<file path="config.mk">
export PLATFORM = sky130hd
export DESIGN_NAME = qtree_lookup_buf
export DESIGN_NICKNAME = d
export VERILOG_FILES = /design/src/rtl/qtree_pkg.sv /design/src/rtl/qtree_sc_fifo.sv /design/src/rtl/qtree_lookup_buf.sv
export SDC_FILE = /design/constraint.sdc
export NUM_CORES = 1
export LEC_CHECK = 0
export CORE_MARGIN = 2
export CORE_UTILIZATION = 42
export CTS_BUF_LIST = sky130_fd_sc_hd__clkbuf_8
export DETAILED_ROUTE_END_ITERATION = 8
export DONT_BUFFER_PORTS = 1
export GPL_TIMING_DRIVEN = 1
export PLACE_DENSITY = 0.67
export SLEW_MARGIN = 20
export SYNTH_ARGS = -nofsm -noshare
export SYNTH_HDL_FRONTEND = slang
export SYNTH_HIERARCHICAL = 1
export SYNTH_SLANG_ARGS = --single-unit
</file>
<file path="constraint.sdc">
create_clock -name clk_i -period 4.4 [get_ports clk_i]
set_input_delay 0.22 -clock clk_i [delete_from_list [all_inputs] [get_ports clk_i]]
set_output_delay 0.22 -clock clk_i [all_outputs]
set_load 0.05 [all_outputs]
</file>
<file path="src/rtl/qtree_pkg.sv">
// Shared types and default geometry for the quadtree lookup path.
// Result entries are packed as {match, addr, data}, matching the FIFO word layout.
package qtree_pkg;

  localparam int unsigned STAGES          = 5;
  localparam int unsigned D_CNT           = 4;
  // Each search stage resolves one of four children (2 bits); the match stage adds D_CNT bits.
  localparam int unsigned TREE_ADDR_WIDTH = 2 * STAGES + D_CNT;
  localparam int unsigned TREE_DATA_WIDTH = 16;

  typedef struct packed {
    logic                       match;
    logic [TREE_ADDR_WIDTH-1:0] addr;
    logic [TREE_DATA_WIDTH-1:0] data;
  } qtree_resp_t;

endpackage

</file>
<file path="src/rtl/qtree_sc_fifo.sv">
// Single-clock show-ahead FIFO with synchronous active-high reset.
// A write while full succeeds only when a read happens in the same cycle.
module qtree_sc_fifo #(
  parameter int unsigned WIDTH = 8,
  parameter int unsigned DEPTH = 16
) (
  input  logic                           clk_i,
  input  logic                           rst_i,
  input  logic                           wr_i,
  input  logic [WIDTH-1:0]               wdata_i,
  input  logic                           rd_i,
  output logic [WIDTH-1:0]               rdata_o,
  output logic                           full_o,
  output logic                           empty_o,
  output logic [$clog2(DEPTH+1)-1:0]     count_o
);

  localparam int unsigned PTR_W = $clog2(DEPTH);
  localparam int unsigned CNT_W = $clog2(DEPTH + 1);

  logic [WIDTH-1:0] mem_q [DEPTH];
  logic [PTR_W-1:0] wptr_q, rptr_q;
  logic [CNT_W-1:0] count_q;
  logic             do_rd, do_wr;

  assign empty_o = (count_q == '0);
  assign full_o  = (count_q == CNT_W'(DEPTH));
  assign do_rd   = rd_i && !empty_o;
  assign do_wr   = wr_i && (!full_o || do_rd);

  always_ff @(posedge clk_i) begin
    if (rst_i) begin
      wptr_q  <= '0;
      rptr_q  <= '0;
      count_q <= '0;
    end else begin
      // Pointers wrap naturally because DEPTH is a power of two.
      if (do_wr) wptr_q <= wptr_q + PTR_W'(1);
      if (do_rd) rptr_q <= rptr_q + PTR_W'(1);
      count_q <= count_q + CNT_W'(do_wr) - CNT_W'(do_rd);
    end
  end

  always_ff @(posedge clk_i) begin
    if (do_wr) mem_q[wptr_q] <= wdata_i;
  end

  assign rdata_o = mem_q[rptr_q];
  assign count_o = count_q;

endmodule

</file>
<file path="src/rtl/qtree_lookup_buf.sv">
// Credit-gated front end for the fixed-latency quadtree pipeline: admits lookups only when
// result space is guaranteed, buffers results, and keeps hit/miss statistics.
module qtree_lookup_buf
  import qtree_pkg::*;
#(
  parameter int unsigned DATA_WIDTH = TREE_DATA_WIDTH,
  parameter int unsigned ADDR_WIDTH = TREE_ADDR_WIDTH,
  parameter int unsigned FIFO_DEPTH = 16,
  parameter int unsigned CNT_WIDTH  = 32
) (
  input  logic                              clk_i,
  input  logic                              rst_i,
  input  logic                              req_valid_i,
  input  logic [DATA_WIDTH-1:0]             req_data_i,
  output logic                              req_ready_o,
  output logic                              tree_valid_o,
  output logic [DATA_WIDTH-1:0]             tree_data_o,
  input  logic                              tree_valid_i,
  input  logic                              tree_match_i,
  input  logic [ADDR_WIDTH-1:0]             tree_addr_i,
  input  logic [DATA_WIDTH-1:0]             tree_data_i,
  output logic                              resp_valid_o,
  output logic                              resp_match_o,
  output logic [ADDR_WIDTH-1:0]             resp_addr_o,
  output logic [DATA_WIDTH-1:0]             resp_data_o,
  input  logic                              resp_ready_i,
  output logic [$clog2(FIFO_DEPTH+1)-1:0]   inflight_o,
  output logic [CNT_WIDTH-1:0]              hit_cnt_o,
  output logic [CNT_WIDTH-1:0]              miss_cnt_o,
  output logic                              err_o
);

  localparam int unsigned IF_W    = $clog2(FIFO_DEPTH + 1);
  localparam int unsigned ENTRY_W = 1 + ADDR_WIDTH + DATA_WIDTH;

  logic                  tree_valid_q;
  logic [DATA_WIDTH-1:0] tree_data_q;
  logic [IF_W-1:0]       inflight_q, inflight_d;
  logic [CNT_WIDTH-1:0]  hit_q, miss_q;
  logic                  err_q;

  logic [IF_W-1:0]       fifo_count;
  logic                  fifo_full, fifo_empty;
  logic [ENTRY_W-1:0]    fifo_rdata;
  logic [IF_W:0]         used;
  logic                  accept, pop, wr_ok, spurious, ret;

  // Space already promised: buffered results plus lookups still inside the tree.
  assign used        = {1'b0, fifo_count} + {1'b0, inflight_q};
  assign req_ready_o = !rst_i && (used < (IF_W + 1)'(FIFO_DEPTH));
  assign accept      = req_valid_i && req_ready_o;
  assign pop         = !fifo_empty && resp_ready_i;
  assign wr_ok       = !fifo_full || pop;
  assign spurious    = tree_valid_i && (inflight_q == '0);
  assign ret         = tree_valid_i && !spurious;
  assign inflight_d  = inflight_q + IF_W'(accept) - IF_W'(ret);

  always_ff @(posedge clk_i) begin
    if (rst_i) begin
      tree_valid_q <= 1'b0;
      tree_data_q  <= '0;
      inflight_q   <= '0;
      hit_q        <= '0;
      miss_q       <= '0;
      err_q        <= 1'b0;
    end else begin
      tree_valid_q <= accept;
      if (accept) tree_data_q <= req_data_i;
      inflight_q <= inflight_d;
      if (tree_valid_i && wr_ok) begin
        if (tree_match_i) begin
          if (hit_q != '1) hit_q <= hit_q + CNT_WIDTH'(1);
        end else begin
          if (miss_q != '1) miss_q <= miss_q + CNT_WIDTH'(1);
        end
      end
      if (spurious || (tree_valid_i && !wr_ok)) err_q <= 1'b1;
    end
  end

  qtree_sc_fifo #(
    .WIDTH (ENTRY_W),
    .DEPTH (FIFO_DEPTH)
  ) u_fifo (
    .clk_i   (clk_i),
    .rst_i   (rst_i),
    .wr_i    (tree_valid_i),
    .wdata_i ({tree_match_i, tree_addr_i, tree_data_i}),
    .rd_i    (resp_ready_i),
    .rdata_o (fifo_rdata),
    .full_o  (fifo_full),
    .empty_o (fifo_empty),
    .count_o (fifo_count)
  );

  assign tree_valid_o = tree_valid_q;
  assign tree_data_o  = tree_data_q;
  assign resp_valid_o = !fifo_empty;
  assign resp_match_o = fifo_rdata[ENTRY_W-1];
  assign resp_addr_o  = fifo_rdata[DATA_WIDTH +: ADDR_WIDTH];
  assign resp_data_o  = fifo_rdata[DATA_WIDTH-1:0];
  assign inflight_o   = inflight_q;
  assign hit_cnt_o    = hit_q;
  assign miss_cnt_o   = miss_q;
  assign err_o        = err_q;

endmodule

</file>
==> metrics.md <==
| Metric | Value |
|---|---|
| Final hold vios | `0` |
| IO Count | `172` |
| First-pass iteration count of the detailed router | `4` |
| Post-synth cell types | `50` |
| Slew Viols, Final | `0` |
| Synth warn | `6` |
| Post-synthesis cell count | `1379` |
| Post-synth EDFFs | `496` |
| Wire per inst | `22.6 um` |
| CP startpoint kind | `register` |
| Pwr per Cell Area | `512 nW/um2` |
| Clock Latency Late Sink | `700 ps` |
| # port buffers | `0` |
| Vias in the first global route | `13681` |
| Post-Syn Nets | `1456` |
| Post-Syn Area | `23800 um2` |
| Hold-fix buffers, CTS | `55` |
| Final core utilization | `0.483` |
| Sequential fraction of the synthesis area | `0.713` |
| Starting DRT DRC Count | `935` |
| Top cells by count, synth | `edfxtp_1 (496), mux4_2 (124), dfxtp_1 (104), nand2_1 (66)` |
| Gr usage total | `0.180` |
| Worst relative slew slack | `0.241` |
| Leakage Power | `0.00859 uW` |
| Share of the synthesized area in the top cell type | `0.626` |
| Layout Nets | `1568` |
| Status | `completed` |
| Core Box Area | `56200 um2` |
| Power share of the combinational group | `0.197` |
| Crit path arrival time | `4110 ps` |
| Clock root buffer | `clkbuf_8` |
| Final period utilization | `0.800` |
| Switching power total | `4140 uW` |
| Cts repair resizes | `0` |
| Clock tree buffer depth | `3` |
| DR vias/cell | `5.63` |
| VDD IR max | `0.365 mV` |
| Switching part of the total | `0.298` |
| Synth Area per Inst | `17.3 um2` |
| Worst Tran Pin Value | `1140 ps` |
| Die area | `58600 um2` |
| Fin Hold WS | `108 ps` |
| Die Span X | `242 um` |
| Largest cells by area after synthesis | `edfxtp_1 (63%), mux4_2 (12%), dfxtp_1 (8.7%), a22oi_1 (2.0%), a21oi_1 (1.3%)` |
| Area of the multi-input gates | `6460 um2` |
| Critical path required time | `4990 ps` |
| Residual DRC | `0` |
| Min Tclk post-route | `3520 ps` |
| Hold Path Class | `primary input to register` |
| GR Overflow Total | `0` |
| Most common cell in the netlist | `edfxtp_1` |
| Area leader, netlist | `edfxtp_1` |
| Clock sink count | `600` |
| RSZ-0062 raised after global routing | `no` |
| Pint | `9730 uW` |
| Most used DFF post-synth | `edfxtp_1` |
| Die height | `242 um` |
| Setup TNS Final | `0 ps` |
| Worst-path clk slew | `60 ps` |
| Num CTS Buffers | `96` |
| Yosys reg bits | `600` |
| Routed Antenna Nets | `0` |
| Clock share of power | `0.316` |
| Post-CTS Setup Inserts | `0` |
| Area Growth Syn to Fin | `13.9%` |
| Final GP Congestion | `0.777` |
| Fraction of layout cells with a size suffix above 1 | `0.199` |
| DP HPWL | `28.8 mm` |
| Asr flop ratio synth | `0` |
| Initial antenna violation count | `1` |
| FILL cells | `4729` |
| Largest net degree at the start of global routing | `111` |
| CTS tree | `built` |
| DR vias | `13078` |
| Kind of critical path | `register to register` |
| Standard-cell rows | `87` |
| Register share of total power | `0.487` |
| Worst clock skew | `52.7 ps` |
| Max Cap Viol | `0` |
| Highest Clock Rate | `284 MHz` |
| Wire length of the first global-routing pass | `80.5 mm` |
| Final setup violation count | `0` |
| DRT Wirelength | `52.6 mm` |
| Max H-tree Level | `3` |
| Setup crit end kind | `register` |
| Initial Utilization | `0.424` |
| Max Fanout on Critical Path | `4` |
| Reg area | `17000 um2` |
-- worst paths after layout --
| check | startpoint | to | slack, ps | depth (start not counted) |
|---|---|---|---|---|
| setup / recovery | inflight_o[4]$_SDFF_PP0_ | inflight_o[4]$_SDFF_PP0_ | 880 | 14 |
| hold / removal | tree_valid_i | u_fifo/wptr_q[1]$_SDFFE_PP0P_ | 110 | 3 |
| setup reg to reg | inflight_o[4]$_SDFF_PP0_ | inflight_o[4]$_SDFF_PP0_ | 880 | 14 |
| hold reg to reg | u_fifo/rptr_q[1]$_SDFFE_PP0P_ | register | 530 | 2 |
-- per-stage QoR --
| stage | setup WS [ps] | instance area (um2) | std cells | total power, uW |
|---|---|---|---|---|
| final | 882 | 27100 | 2322 | 13900 |
| after global routing | 594 | 27100 | 2320 | 14500 |
| after CTS | 781 | 27100 | 2320 | 14000 |
| after detailed placement | 922 | 24800 | 2094 | 9530 |
| after global placement | 971 | 24800 | 2094 | 9480 |
| after floorplan | 691 | 23800 | 1379 | 9040 |
-- cell families after synthesis --
| logic type | share of synthesized area |
|---|---|
| AOI/OAI and AO/OA | 0.0517 |
| buffers and inverters | 0.0202 |
| adders and majority gates | 0.0138 |
| xor gates and xnor gates | 0.00515 |
| muxes | 0.128 |
| DFF | 0.713 |
| and+or+nand+nor | 0.0675 |
-- worst max-delay path, stage by stage, from the launching register on --
cell and delay (ps):
dfxtp_1 710, ha_1 340, or4_1 550, a211oi_4 260, inv_1 70, ha_1 280, inv_1 40, ha_1 190
inv_1 70, fa_1 200, inv_1 50, a21oi_1 130, nor2_1 60, or3_1 350, a21oi_1 140
-- power by group through the flow --
stage | logic [uW] | clock network, uW | registers (uW)
2_1_floorplan | 2350 | 0 | 6690
3_3_place_gp | 2600 | 0 | 6880
3_5_place_dp | 2640 | 0 | 6890
4_1_cts | 2770 | 4500 | 6770
5_1_grt | 2940 | 4740 | 6800
6_report | 2730 | 4380 | 6760
-- layer usage --
| layer | wire length [um] | GRT usage | vias to the layer above |
|---|---|---|---|
| met5 | 13 | 0 | - |
| met4 | 1170 | 0.0537 | 2 |
| met3 | 4240 | 0.0557 | 93 |
| met2 | 25600 | 0.296 | 484 |
| met1 | 21600 | 0.231 | 6679 |
| li1 | - | - | 5820 |
-- placed cells by master, fill, tap and decap left out, drive strengths merged, types with 10 or more instances in the layout --
| cell type | Yosys | final |
|---|---|---|
| clkbuf | 36 | 99 |
| inv | 32 | 71 |
| nor2 | 62 | 62 |
| nand3 | 29 | 29 |
| clkinv | 0 | 29 |
| dlygate4sd3 | 0 | 54 |
| ha | 23 | 23 |
| or3 | 22 | 22 |
| o31ai | 30 | 30 |
| edfxtp | 496 | 496 |
| o21ai | 25 | 25 |
| nand4 | 12 | 12 |
| nand2 | 66 | 66 |
| mux2i | 18 | 18 |
| nor4 | 10 | 10 |
| or4 | 33 | 33 |
| nor2b | 13 | 13 |
| and3 | 13 | 13 |
| dfxtp | 104 | 104 |
| mux4 | 124 | 124 |
| a21oi | 61 | 61 |
| a22oi | 62 | 62 |
| buf | 33 | 29 |
-- flip-flops by register name, indices dropped and copies added (netlist names), named ones only --
name / flops
u_fifo/mem_q: 496
hit_cnt_o: 32
miss_cnt_o: 32
tree_data_o: 16
inflight_o: 5
u_fifo/count_o: 5
u_fifo/rptr_q: 4
u_fifo/wptr_q: 4
err_o: 1
tree_valid_o: 1
-- layout make-up --
type | count | area share
timing repair buffer | 83 | 0.0306
clock buffer | 99 | 0.0503
clock inverter | 72 | 0.0148
antenna | 2 | 0.000185
tap | 756 | 0.0349
multi-input combinational | 678 | 0.238
inverter | 32 | 0.00443
sequential | 600 | 0.627
Power figures use the tool's default switching activity.
